`src/rtl/rapid_pkg.sv`:
```
// Shared decode definitions: opcode families, funct7 constants and the
// decoded-instruction structures passed from decode to execute.
package rapid_pkg;

    localparam logic [4:0] OPC_LOAD    = 5'b00000;
    localparam logic [4:0] OPC_OPIMM   = 5'b00100;
    localparam logic [4:0] OPC_AUIPC   = 5'b00101;
    localparam logic [4:0] OPC_OPIMM32 = 5'b00110;
    localparam logic [4:0] OPC_STORE   = 5'b01000;
    localparam logic [4:0] OPC_OP      = 5'b01100;
    localparam logic [4:0] OPC_LUI     = 5'b01101;
    localparam logic [4:0] OPC_OP32    = 5'b01110;
    localparam logic [4:0] OPC_BRANCH  = 5'b11000;
    localparam logic [4:0] OPC_JALR    = 5'b11001;
    localparam logic [4:0] OPC_JAL     = 5'b11011;

    localparam logic [6:0] FUNCT7_BASE   = 7'b0000000;
    localparam logic [6:0] FUNCT7_ALT    = 7'b0100000;
    localparam logic [6:0] FUNCT7_MULDIV = 7'b0000001;

    typedef struct packed {
        logic       lui;
        logic       auipc;
        logic       jal;
        logic       jalr;
        logic       branch;
        logic       load;
        logic       store;
        logic       alu_imm;
        logic       alu_reg;
        logic       iop;
        logic [2:0] fcs_opcode;
        logic [4:0] rd;
        logic [4:0] rs1;
        logic [4:0] rs2;
    } control_ex_s;

    typedef struct packed {
        control_ex_s ctrl;
        logic        illegal;
        logic        muldiv;
        logic        word_op;
    } decode_out_s;

    typedef enum logic [1:0] {
        CNT_EMPTY = 2'd0,
        CNT_ONE   = 2'd1,
        CNT_FULL  = 2'd2
    } count_e;

endpackage

```
`src/rtl/decode_comb.sv`:
```
// Purely combinational RV32I/RV64I decoder with optional M and word-op
// families; illegal encodings collapse to a single illegal flag.
module decode_comb
    import rapid_pkg::*;
#(
    parameter int XLEN = 32,
    parameter int EN_M = 0,
    parameter int EN_W = (XLEN == 64)
) (
    input  logic [31:0]     i_instruction,
    output decode_out_s     o_decoded,
    output logic [XLEN-1:0] o_imm
);
    localparam bit IS64  = (XLEN == 64);
    localparam bit HAS_W = IS64 && (EN_W != 0);
    localparam bit HAS_M = (EN_M != 0);

    logic [4:0]      family;
    logic [2:0]      funct3;
    logic [6:0]      funct7;
    logic            is_word;
    logic            shift_bad;
    logic            legal;
    logic [XLEN-1:0] imm_i, imm_s, imm_b, imm_u, imm_j, imm_sel;
    decode_out_s     dec;

    assign family  = i_instruction[6:2];
    assign funct3  = i_instruction[14:12];
    assign funct7  = i_instruction[31:25];
    assign is_word = (family == OPC_OPIMM32) || (family == OPC_OP32);

    assign imm_i = XLEN'($signed(i_instruction[31:20]));
    assign imm_s = XLEN'($signed({i_instruction[31:25], i_instruction[11:7]}));
    assign imm_b = XLEN'($signed({i_instruction[31], i_instruction[7],
                                  i_instruction[30:25], i_instruction[11:8], 1'b0}));
    assign imm_u = XLEN'($signed({i_instruction[31:12], 12'h000}));
    assign imm_j = XLEN'($signed({i_instruction[31], i_instruction[19:12],
                                  i_instruction[20], i_instruction[30:21], 1'b0}));

    // Shamt is 6 bits only for full-width RV64 shifts; bit 30 is the SRAI selector.
    assign shift_bad = i_instruction[31] || (i_instruction[29:26] != 4'b0000)
                     || (i_instruction[25] && !(IS64 && !is_word))
                     || (i_instruction[30] && (funct3 == 3'b001));

    always_comb begin
        dec                 = '0;
        imm_sel             = '0;
        legal               = 1'b1;
        dec.ctrl.fcs_opcode = funct3;
        dec.ctrl.rs1        = i_instruction[19:15];
        dec.ctrl.rs2        = i_instruction[24:20];
        dec.ctrl.rd         = i_instruction[11:7];
        if (i_instruction[1:0] != 2'b11) begin
            legal = 1'b0;
        end else begin
            case (family)
                OPC_LUI: begin
                    dec.ctrl.lui = 1'b1;
                    dec.ctrl.iop = 1'b1;
                    imm_sel      = imm_u;
                end
                OPC_AUIPC: begin
                    dec.ctrl.auipc = 1'b1;
                    imm_sel        = imm_u;
                end
                OPC_JAL: begin
                    dec.ctrl.jal = 1'b1;
                    imm_sel      = imm_j;
                end
                OPC_JALR: begin
                    legal         = (funct3 == 3'b000);
                    dec.ctrl.jalr = 1'b1;
                    dec.ctrl.iop  = 1'b1;
                    imm_sel       = imm_i;
                end
                OPC_BRANCH: begin
                    legal           = (funct3 != 3'b010) && (funct3 != 3'b011);
                    dec.ctrl.branch = 1'b1;
                    dec.ctrl.rd     = 5'd0;
                    imm_sel         = imm_b;
                end
                OPC_LOAD: begin
                    legal         = (funct3 != 3'b111)
                                  && (IS64 || ((funct3 != 3'b011) && (funct3 != 3'b110)));
                    dec.ctrl.load = 1'b1;
                    imm_sel       = imm_i;
                end
                OPC_STORE: begin
                    legal          = !funct3[2] && (IS64 || (funct3 != 3'b011));
                    dec.ctrl.store = 1'b1;
                    dec.ctrl.iop   = 1'b1;
                    dec.ctrl.rd    = 5'd0;
                    imm_sel        = imm_s;
                end
                OPC_OPIMM, OPC_OPIMM32: begin
                    legal = !is_word || HAS_W;
                    if (((funct3 == 3'b001) || (funct3 == 3'b101)) && shift_bad) begin
                        legal = 1'b0;
                    end
                    dec.ctrl.alu_imm = 1'b1;
                    dec.word_op      = is_word;
                    dec.ctrl.iop     = (funct3 == 3'b101) && i_instruction[30];
                    imm_sel          = imm_i;
                end
                OPC_OP, OPC_OP32: begin
                    case (funct7)
                        FUNCT7_BASE:   legal = 1'b1;
                        FUNCT7_ALT:    legal = (funct3 == 3'b000) || (funct3 == 3'b101);
                        FUNCT7_MULDIV: begin
                            legal      = HAS_M;
                            dec.muldiv = 1'b1;
                        end
                        default:       legal = 1'b0;
                    endcase
                    if (is_word && !HAS_W) begin
                        legal = 1'b0;
                    end
                    dec.ctrl.alu_reg = 1'b1;
                    dec.word_op      = is_word;
                    dec.ctrl.iop     = i_instruction[30] && !dec.muldiv;
                end
                default: legal = 1'b0;
            endcase
        end
        // Register fields survive so a trap handler can still report them.
        if (!legal) begin
            dec                 = '0;
            dec.illegal         = 1'b1;
            dec.ctrl.fcs_opcode = funct3;
            dec.ctrl.rs1        = i_instruction[19:15];
            dec.ctrl.rs2        = i_instruction[24:20];
            imm_sel             = '0;
        end
    end

    assign o_decoded = dec;
    assign o_imm     = imm_sel;

endmodule

```
`src/rtl/decode_stage.sv`:
```
// Registered decode stage: decoded entries flow through a two-entry skid
// buffer so o_ready never depends combinationally on i_ready.
module decode_stage
    import rapid_pkg::*;
#(
    parameter int XLEN = 32,
    parameter int EN_M = 0,
    parameter int EN_W = (XLEN == 64)
) (
    input  logic            i_clk,
    input  logic            i_rst,
    input  logic            i_valid,
    output logic            o_ready,
    input  logic [31:0]     i_instruction,
    input  logic [XLEN-1:0] i_pc,
    input  logic            i_flush,
    output logic            o_valid,
    input  logic            i_ready,
    output decode_out_s     o_decoded,
    output logic [XLEN-1:0] o_imm,
    output logic [XLEN-1:0] o_pc,
    output logic [31:0]     o_instruction
);
    localparam int ENTRY_W = $bits(decode_out_s) + 2 * XLEN + 32;

    decode_out_s        dec_in;
    logic [XLEN-1:0]    imm_in;
    logic [ENTRY_W-1:0] in_entry;
    logic [ENTRY_W-1:0] main_q, main_d, skid_q, skid_d;
    count_e             count_q, count_d;
    logic               push, pop;

    decode_comb #(
        .XLEN (XLEN),
        .EN_M (EN_M),
        .EN_W (EN_W)
    ) u_decode (
        .i_instruction (i_instruction),
        .o_decoded     (dec_in),
        .o_imm         (imm_in)
    );

    assign in_entry = {dec_in, imm_in, i_pc, i_instruction};
    assign o_ready  = (count_q != CNT_FULL);
    assign o_valid  = (count_q != CNT_EMPTY);
    assign push     = i_valid && o_ready;
    assign pop      = o_valid && i_ready;
    assign {o_decoded, o_imm, o_pc, o_instruction} = main_q;

    // Main always holds the oldest entry; skid only fills while main is stalled.
    always_comb begin
        count_d = count_q;
        main_d  = main_q;
        skid_d  = skid_q;
        if (i_flush) begin
            count_d = CNT_EMPTY;
        end else begin
            case (count_q)
                CNT_EMPTY: begin
                    if (push) begin
                        count_d = CNT_ONE;
                        main_d  = in_entry;
                    end
                end
                CNT_ONE: begin
                    if (push && !pop) begin
                        count_d = CNT_FULL;
                        skid_d  = in_entry;
                    end else if (push && pop) begin
                        main_d = in_entry;
                    end else if (pop) begin
                        count_d = CNT_EMPTY;
                    end
                end
                CNT_FULL: begin
                    if (pop) begin
                        count_d = CNT_ONE;
                        main_d  = skid_q;
                    end
                end
                default: count_d = CNT_EMPTY;
            endcase
        end
    end

    always_ff @(posedge i_clk) begin
        if (i_rst) begin
            count_q <= CNT_EMPTY;
            main_q  <= '0;
            skid_q  <= '0;
        end else begin
            count_q <= count_d;
            main_q  <= main_d;
            skid_q  <= skid_d;
        end
    end

endmodule

```
`config.mk`:
```
export PLATFORM = sky130hd
export DESIGN_NAME = decode_stage
export DESIGN_NICKNAME = d
export VERILOG_FILES = /design/src/rtl/rapid_pkg.sv /design/src/rtl/decode_comb.sv /design/src/rtl/decode_stage.sv
export SDC_FILE = /design/constraint.sdc
export NUM_CORES = 1
export LEC_CHECK = 0
export ABC_AREA = 1
export CORE_MARGIN = 1.5
export CORE_UTILIZATION = 40
export DETAILED_ROUTE_END_ITERATION = 6
export SETUP_SLACK_MARGIN = 0.05
export SLEW_MARGIN = 20
export SYNTH_ARGS = -nofsm -noshare
export SYNTH_HDL_FRONTEND = slang
export SYNTH_SLANG_ARGS = --single-unit
```
`constraint.sdc`:
```
create_clock -name i_clk -period 2.7 [get_ports i_clk]
set_input_delay 0.81 -clock i_clk [delete_from_list [all_inputs] [get_ports i_clk]]
set_output_delay 0.81 -clock i_clk [all_outputs]
set_load 0.01 [all_outputs]
```
Word level (Yosys, flattened, before mapping)
Index checks and enable logic that the tools add are counted.

Add/sub/neg operators: 0. Multiply operators: 0. Div/mod/pow operators: 0. $lt $le $gt $ge: 0. Equal/unequal tests: 28. Shift-type cells: 0. Muxes and demuxes: 39. Bitwise operators: 1. Reduce and logical (&&, ||, !) cells: 41.

Operators with widths (number): $mux 127 (4); $pmux 127 s3 (1); $pmux 32 s5 (1); $mux 32 (2); $mux 31 (1); $eq 5x4->1 const B (4); $mux 1 (17); $eq 5x3->1 const B (3); $eq 5x5->1 const B (3); $logic_and 1x1->1 (12); $mux 2 (6); $ne 2x2->1 const B (6); $ne 3x3->1 const B (4); $mux 10 (1); $mux 5 (2); $reduce_or 2->1 (5); $reduce_or 4->1 (2); $eq 7x1->1 const B (1); $eq 7x6->1 const B (1); $logic_not 7->1 (1); $pmux 1 s7 (1); $logic_or 1x1->1 (6); $ne 3x2->1 const B (2); $pmux 2 s3 (1); 18 further kinds (22).

Register bits after elaboration: 256. Bits in latches: 0. RAM bits: 0. ROM bits: 0. Bits of input ports: 69. Output and inout bits: 129. Memories kept: 0.

Longest topological paths before layout
Gate-level depths: netlist of run 1.

Depth in word-level cells: 12. Mapped depth: 13. Depth with buffers taken out: 12.

Modules after synthesis
A second synthesis of run 1 with hierarchy kept.

Cells, all modules: 2055. Area, all modules: 12918.6 µm².

By module, submodules not included: decode_stage (instances 1, cells an instance 1827, area an instance 11785.1 µm²); decode_comb (instances 1, cells an instance 228, area an instance 1133.6 µm²).

Least setup slack after synthesis of run 1
No wires, ideal clock.

Path type: input -> register. Start: input port i_instruction[6]. End: register main_q[87]. Arrival time: 2.029 ns. Required time: 2.568 ns. Path slack: 0.538 ns. Cell stages on the path: 12. Buffers on the path: 2. Cell sequence: buf_4 > nand2_1 > inv_2 > nand3_2 > nand2_4 > nor2_2 > nand4_4 > buf_6 > nand3_1 > nand2_1 > nand2_1 > a21oi_1.

Longest elaborated chain between the ends: 10. Elaborated cells between the ends (all ways): 29. Classes of those cells: eq/ne: 10; mux: 11; reduce/logical: 8.

Ends and longest elaborated chain: from (decl) (line decode_stage.sv:14) `input logic [31:0] i_instruction,`; $eq 5x3->1 or $eq 5x4->1 (tied branches) (line decode_comb.sv:30, decode_comb.sv:56); $logic_or 1x1->1 (line decode_comb.sv:30) `assign is_word = (family == OPC_OPIMM32) || (family == OPC_OP32);`; $logic_not 1->1 (line decode_comb.sv:96) `legal = !is_word || HAS_W;`; $mux 1 (line decode_comb.sv:97) `if (((funct3 == 3'b001) || (funct3 == 3'b101)) && shift_bad) begin`; $pmux 1 s7 (line decode_comb.sv:56) `case (family)`; $mux 1 (line decode_comb.sv:53) `if (i_instruction[1:0] != 2'b11) begin`; $mux 32 * (line decode_comb.sv:126) `if (!legal) begin`; $mux 127 (line decode_stage.sv:69) `end else if (push && pop) begin`; $mux 127 (line decode_stage.sv:66) `if (push && !pop) begin`; $pmux 127 s3 * (line decode_stage.sv:58) `case (count_q)`; to (signal assigned) (line decode_stage.sv:93) `main_q <= main_d;`; to (decl) (line decode_stage.sv:29) `logic [ENTRY_W-1:0] main_q, main_d, skid_q, skid_d;`.

Every way passes the cells marked *; elsewhere a longest branch is shown, timed or not. The select of a mux whose other input is x is not followed. A chain may end at the register's enable or synchronous reset.

Worst setup path after layout of run 1
Start: register count_q[1]. End: output port o_valid.

Longest elaborated chain between the ends: 1.

Ends and longest elaborated chain: from (decl) (line decode_stage.sv:30) `count_e count_q, count_d;`; from (signal assigned) (line decode_stage.sv:92) `count_q <= count_d;`; $reduce_bool 2->1 (line decode_stage.sv:45) `assign o_valid = (count_q != CNT_EMPTY);`; to (decl) (line decode_stage.sv:17) `output logic o_valid,`.

No other way between the ends.

==> results of run 1 <==
[layout make-up]
type / count / area [um^2]
clock inverters: 8 / 92.59
multi-input cells: 979 / 4713
repair buffers: 265 / 2715
clock buffers: 39 / 780.7
well taps: 330 / 412.9
diodes: 1 / 2.502
flip-flops and latches: 230 / 4604
inverters: 90 / 342.8
fillers: 2450 / 11440
[cells in the mapped netlist]
library cell,instances
a211oi_1,1
a21oi_1,174
a31oi_1,64
buf_1,10
buf_2,19
buf_4,14
buf_6,4
clkbuf_1,85
clkinv_1,1
dfxtp_1,230
inv_1,82
inv_2,7
nand2_1,345
nand2_2,1
nand2_4,2
nand3_1,23
nand3_2,33
nand4_1,24
nand4_4,1
nor2_1,112
nor2_2,2
nor2_4,3
nor2_8,1
nor3_1,2
o211ai_1,3
o211ai_2,1
o21ai_0,184
o21ai_1,2
o21bai_1,1
[placed cells by master (no fill, tap or decap), types with 24 or more instances in the layout]
cell type and n:
clkbuf_16 27, dfxtp_1 230, a31oi_1 64, inv_1 80, o21ai_0 184, nand3_2 33
a21oi_1 174, nand2_1 344, buf_4 49, clkdlybuf4s50_1 196, nor2_1 111, nand4_1 24
[kinds of logic after synthesis]
group                  Yosys count  share of synthesized area (%)
AND/OR/NAND/NOR                549                          23.82
AO/OA/AOI/OAI                  430                          22.01
flip-flops                     230                          44.99
buffers and inverters          222                          9.182
[worst paths after layout]
check / slack (ns) / to / depth (start not counted)
max: 0.15 / o_valid / 3
min: 0.44 / skid_q[96] / 2
max reg2reg: 0.86 / main_q[25] / 7
min reg2reg: 0.44 / skid_q[96] / 2
[registers in the layout (all words and copies together), names as in the netlist]
signal	cells
count_q	2
skid_q	114
main_q	114
[critical path: stages (launching register included)]
cell	delay, ns
dfxtp_1	0.46
nor2_1	0.13
inv_1	0.07
clkdlybuf4s50_1	0.54
[power breakdown]
part           switching (mW)  internal, mW  leakage (nW)  total (mW)
logic                   0.478         0.413          3.33       0.891
registers              0.0502          3.49          1.87        3.54
clock network            1.42          2.18         0.431        3.60
total                    1.95          6.08          5.63        8.03
[routing by layer]
metal	GRT usage [%]	up-vias	share of wire [%]
li1	-	5058	-
met1	33.44	4465	48
met2	34.29	263	43
met3	3.896	33	7.2
met4	4.462	0	1.3
met5	0	-	0
==> impl_metrics.yaml, run 1 <==
clock_network:
  clkTransAtPathRegs_ns: 0.06
  cts-root-buf: "clkbuf_16"
  ctsHoldBuffers: 0
  clock-sinks: 230
  cts_tree: "built"
  cts_setup_buffers: 0
  cts_resized: 0
  clockBufferDepth: 3
  worstSkewPairLatency_ns: 0.53
  cts_buffers: 26
  htreeDepth: 1
floorplan:
  initial_core_util_pct: 40.76
  die_y_um: 163.0
  coreArea_mm2: 0.02511
  row_count: 58
  die_width_um: 163.0
  ios: 198
  dieArea_mm2: 0.02655
sta:
  hold_viol: 0
  fin_hold_ws_ns: 0.4393
  slew_headroom_pct: 59.12
  drv_slew: 0
  finalCritPeriodShare_pct: 94.41
  fin_crit_ns: 2.549
  finalSetupTns_ns: 0
  worst_slack_ns: 0.1509
  setup_viol: 0
  worst_pin_slew_ns: 0.6131
  clock_skew_ns: 0.007965
  rsz0062_at_grt: "false"
  max_freq_mhz: 392.3
setup_path:
  cp_data_required_time_ns: 1.89
  arrival_ns: 1.74
  cp-start-kind: "register"
  cp_max_fo: 6
  path_class: "register to primary output"
  cp-end-kind: "primary output"
  rr_startpoint: "count_q[1]"
  startpoint: "count_q[1]"
grt:
  antenna_found_initial: 1
  grt_pass1_wl_mm: 48.15
  grt_max_degree: 127
  grt_overflow: 0
  first_global_vias: 8797
  grt.total_usage_pct: 22.59
drt:
  drt_iter0_drc: 745
  wire_per_inst_um: 15.64
  vias: 9819
  drt-total-wl_mm: 30.37
  first_pass_iters: 7
  via_per_inst: 5.056
  ant_nets: 0
  drc: 0
synthesis:
  synth.area.top_cells: "dfxtp_1, nand2_1, o21ai_0, a21oi_1, nor2_1"
  syn-num-nets: 1500
  synth_cell_types: 29
  ys_seq_elements: 230
  ys_seq_area_share_pct: 44.99
  synth_warnings: 0
  yosys.area.top_type: "dfxtp_1"
  syn_area_per_cell_um2: 7.151
  synth_cells: 1431
  synth_top_area_share_pct: 44.99
  synth.cell_area_mm2: 0.01023
power:
  peakVddDrop_uv: 372.5
  total_power_mw: 8.027
  cellPowerDensity_mw_per_mm2: 587.5
  power_leakage_nw: 5.632
placed_design:
  pre_cts_ws_ns: -0.2055
  io_buffers: 197
  place_congestion: 0.8864
  place_area_mm2: 0.01279
  dpl.cell_count: 1894
  dp_hpwl_mm: 20.17
job:
  drv_cap: 0
min_path:
  min_from: "skid_q[96]"
  hp-class: "register to register"
cells_and_area:
  area_growth_pct: 33.53
  final_area_mm2: 0.01366
  drive_gt1_share_pct: 10.24
  nNetsFinal: 1661
  final_util_pct: 54.42
  layout.cells.non_filler: 1942
outcome:
  outcome: "completed"
Power figures use the tool's default switching activity.
==> run 2, diff against run 1 <==
--- a/config.mk
+++ b/config.mk
@@ -6,9 +6,11 @@
 export NUM_CORES = 1
 export LEC_CHECK = 0
 export ABC_AREA = 1
+export CAP_MARGIN = 20
 export CORE_MARGIN = 1.5
 export CORE_UTILIZATION = 40
 export DETAILED_ROUTE_END_ITERATION = 6
+export MAX_ROUTING_LAYER = met4
 export SETUP_SLACK_MARGIN = 0.05
 export SLEW_MARGIN = 20
 export SYNTH_ARGS = -nofsm -noshare
==> impl_metrics.yaml, run 2 (synthesis results as in run 1) <==
setup_path:
  rrSetupSlack_ns: 0.84
  worstPathCellList: "inv_1 > nand2_4 > clkdlybuf4s50_1"
  cp-start-kind: "register"
  max_stage_delay_ns: 0.57
  cp-end-kind: "primary output"
  reg2reg_depth: 5
  cp.buffers_inverters: 2
  crit_cells: 3
  critPathTopFamily: "buffers and inverters"
  cp_slowest_cell: "clkdlybuf4s50_1"
  cp_max_fo: 13
  arrival_ns: 1.70
  path_class: "register to primary output"
  cp_data_required_time_ns: 1.89
sta:
  max_freq_mhz: 398.7
  setup_viol: 0
  slew_headroom_pct: 54.67
  fin_crit_ns: 2.508
  hold_viol: 0
  finalCritPeriodShare_pct: 92.89
  worst_pin_slew_ns: 0.6789
  rsz0062_at_grt: "false"
  clock_skew_ns: 0.01308
  fin_hold_ws_ns: 0.4385
  drv_slew: 0
drt:
  vias: 9920
  drc: 0
  drt_iter0_drc: 739
  drt-total-wl_mm: 30.62
  first_pass_iters: 6
  ant_nets: 0
  via_per_inst: 5.087
  wire_per_inst_um: 15.70
power:
  peakVddDrop_uv: 495.9
  total_power_mw: 8.057
  cellPowerDensity_mw_per_mm2: 586.7
  power_leakage_nw: 5.688
grt:
  grt_overflow: 0
  first_global_vias: 8856
  antenna_found_initial: 0
  use_met3_pct: 3.209
  grt_use_met1_pct: 34.44
  busiest_layer: "met2"
  grt.total_usage_pct: 23.46
  grt_pass1_wl_mm: 48.74
  grt_use_met2_pct: 34.56
  grt_max_degree: 127
cells_and_area:
  layout.cells.non_filler: 1950
  nNetsFinal: 1670
  layout_common_cells: "nand2_1, dfxtp_1, clkdlybuf4s50_1, o21ai_0, a21oi_1"
  reg_top3: "main_q (114), skid_q (114), count_q (2)"
  n_antenna_cell: 0
  area_growth_pct: 34.20
  final_common_cell: "nand2_1"
  drive_gt1_share_pct: 10.86
  final_util_pct: 54.69
floorplan:
  coreArea_mm2: 0.02511
  row_count: 58
  ios: 198
  initial_core_util_pct: 40.76
  die_y_um: 163.0
  die_width_um: 163.0
  dieArea_mm2: 0.02655
clock_network:
  clock-sinks: 230
  worstSkewPairLatency_ns: 0.53
  cts-root-buf: "clkbuf_16"
  cts_buffers: 27
  clkTransAtPathRegs_ns: 0.06
  htreeDepth: 1
  cts_tree: "built"
  clockBufferDepth: 3
job:
  drv_cap: 0
outcome:
  outcome: "completed"
min_path:
  hold_depth: 2
  hp-class: "register to register"
placed_design:
  dpl.cell_count: 1902
  io_buffers: 197
  dp_hpwl_mm: 20.44
  place_congestion: 0.8903
==> run 2: layout make-up <==
type,instances,area (um^2)
Clock buffer,34,721.9
Clock inverter,14,148.9
Fill cell,2445,11380
Inverter,90,342.8
Multi-Input combinational cell,979,4713
Sequential cell,230,4606
Tap cell,330,412.9
Timing Repair Buffer,273,2788
==> run 2: worst reg2reg max path, delay by kind of cell, from the launching register on <==
kind | cells | cell delay (ns)
simple gates | 1 | 0.16
compound gates | 2 | 0.86
buf+inv | 2 | 0.39
flops | 1 | 0.31
==> run 2: final timing paths <==
path / to / from
worst min register to register: skid_q[96] / skid_q[96]
worst max register to register: main_q[125] / count_q[0]
worst min-delay path: skid_q[96] / skid_q[96]
worst max-delay path: o_ready / count_q[0]
==> run 2: routing by layer <==
metal | part of all wire [%] | routed length, um | vias up
met5 | 0 | 0 | -
met1 | 50 | 15220 | 4553
met4 | 1.2 | 374 | 0
li1 | - | - | 5078
met2 | 43 | 13200 | 261
met3 | 6.0 | 1826 | 28
==> run 2: what timing repair did <==
action | CTS | global route
setup endpoints to repair | 0 | 1
gates resized for setup | 0 | 1
hold buffers | 0 | 0
setup buffers | 0 | 0
==> run 2: metrics by stage <==
step	cell area (um^2)	worst slack (ns)	TNS, ns
after floorplan	10230	0.5384	0
after global routing	13730	0.1176	0
after global placement	12860	-0.1419	-1.984
final	13730	0.1921	0
after detailed placement	12860	-0.1311	-2.308
after CTS	13730	0.1390	0
==> run 2: where the power goes <==
part           internal [mW]  leakage, nW  switching [mW]
Clock                   2.17        0.439            1.44
Combinational          0.424         3.38           0.484
Sequential              3.49         1.87          0.0502
==> run 3, diff against run 2 <==
--- a/config.mk
+++ b/config.mk
@@ -10,6 +10,7 @@
 export CORE_MARGIN = 1.5
 export CORE_UTILIZATION = 40
 export DETAILED_ROUTE_END_ITERATION = 6
+export HOLD_SLACK_MARGIN = 0.12
 export MAX_ROUTING_LAYER = met4
 export SETUP_SLACK_MARGIN = 0.05
 export SLEW_MARGIN = 20
==> constraint.sdc (replaced) <==
create_clock -name i_clk -period 2.7 [get_ports i_clk]
set_input_delay 0.675 -clock i_clk [delete_from_list [all_inputs] [get_ports i_clk]]
set_output_delay 0.675 -clock i_clk [all_outputs]
set_load 0.01 [all_outputs]
==> impl_metrics.yaml, run 3 (synthesis results as in run 1) <==
drt:
  via_per_inst: 5.103
  first_pass_iters: 5
  drt_iter0_drc: 867
  vias: 9844
  ant_nets: 0
  wire_per_inst_um: 15.90
  drt-total-wl_mm: 30.68
  drc: 0
grt:
  grt_max_degree: 122
  grt_pass1_wl_mm: 48.36
  grt.total_usage_pct: 23.44
  antenna_found_initial: 2
  first_global_vias: 8920
  grt_overflow: 0
floorplan:
  die_y_um: 163.0
  ios: 198
  coreArea_mm2: 0.02511
  die_width_um: 163.0
  initial_core_util_pct: 40.76
  dieArea_mm2: 0.02655
  row_count: 58
cells_and_area:
  area_growth_pct: 31.40
  nNetsFinal: 1651
  final_common_cell: "nand2_1"
  layout_common_cells: "nand2_1, dfxtp_1, clkdlybuf4s50_1, o21ai_0, a21oi_1"
  reg_top3: "main_q (114), skid_q (114), count_q (2)"
  final_area_mm2: 0.01345
  drive_gt1_share_pct: 9.205
sta:
  fin_crit_ns: 2.578
  max_freq_mhz: 387.9
  slew_headroom_pct: 58.25
  fin_hold_ws_ns: 0.4397
  hold_viol: 0
  rsz0062_at_grt: "false"
  worst_pin_slew_ns: 0.6262
  drv_slew: 0
  setup_viol: 0
  clock_skew_ns: 0.01402
  finalCritPeriodShare_pct: 95.48
clock_network:
  clkTransAtPathRegs_ns: 0.06
  htreeDepth: 1
  cts_tree: "built"
  clock-sinks: 230
  cts_setup_buffers: 0
  cts_resized: 0
  worstSkewPairLatency_ns: 0.53
  clockBufferDepth: 3
  cts_buffers: 26
  ctsHoldBuffers: 0
  cts-root-buf: "clkbuf_16"
setup_path:
  cp-start-kind: "register"
  cp-end-kind: "primary output"
  path_class: "register to primary output"
  cp_data_required_time_ns: 2.03
  arrival_ns: 1.90
  cp_max_fo: 28
power:
  cellPowerDensity_mw_per_mm2: 573.9
  peakVddDrop_uv: 383.6
  power_leakage_nw: 5.521
job:
  drv_cap: 0
placed_design:
  place_congestion: 0.9051
  io_buffers: 197
  place_area_mm2: 0.01266
  dp_hpwl_mm: 20.31
min_path:
  hp-class: "register to register"
outcome:
  outcome: "completed"
## run 3: cell count changes in the layout (fill, tap and decap cells not counted), sizes merged
cell | previous run | this run
diode | 0 | 2
buf | 77 | 59
clkinv | 11 | 3
inv | 90 | 89
clkbuf | 34 | 41
bufinv | 3 | 0
## run 3: cell type report
| type | instances | area, um^2 |
|---|---|---|
| fillers | 2468 | 11660 |
| multi-input cells | 979 | 4713 |
| flip-flops and latches | 230 | 4604 |
| repair buffers | 255 | 2590 |
| clock buffers | 41 | 757.0 |
| well taps | 330 | 412.9 |
| inverters | 90 | 342.8 |
| clock inverters | 2 | 21.27 |
| diodes | 2 | 5.005 |
## run 3: path summary, 6_finish.rpt
check / startpoint / to / slack, ns / cells after the start
worst min register to register: skid_q[97] / skid_q[97] / 0.44 / 2
worst max register to register: count_q[0] / main_q[126] / 0.61 / 8
worst max-delay path: count_q[0] / o_ready / 0.12 / 3
worst min-delay path: skid_q[97] / skid_q[97] / 0.44 / 2
## run 3: stage by stage
stage | total power, mW | std cells | utilization [%] | TNS [ns] | setup slack (ns)
after global routing | 8.021 | 1929 | 53.55 | 0 | 0.05215
after floorplan | 4.042 | 1431 | - | 0 | 0.6734
after detailed placement | 4.496 | 1884 | 50.43 | -0.2349 | -0.1268
after CTS | 7.778 | 1927 | 53.53 | 0 | 0.09446
after global placement | 4.493 | 1884 | 50.43 | -0.2574 | -0.1854
final | 7.716 | 1929 | 53.55 | 0 | 0.1222
## run 3: per-layer routing
metal | part of all wire [%] | GRT usage, % | up-vias
li1 | - | - | 5034
met1 | 49 | 33.71 | 4490
met2 | 43 | 34.33 | 281
met3 | 6.1 | 3.387 | 39
met4 | 1.7 | 5.796 | 0
met5 | 0 | - | -
## run 3: critical path, stage by stage (launching register included)
cell,delay (ns)
dfxtp_1,0.33
inv_1,0.10
nand2_4,0.30
clkdlybuf4s50_1,0.62
## run 3: where the power goes
| part | switching (mW) | total, mW | internal, mW | leakage, nW |
|---|---|---|---|---|
| Sequential | 0.0512 | 3.54 | 3.49 | 1.87 |
| Combinational | 0.478 | 0.883 | 0.405 | 3.28 |
| Clock | 1.39 | 3.29 | 1.90 | 0.379 |
| Total | 1.92 | 7.72 | 5.80 | 5.52 |
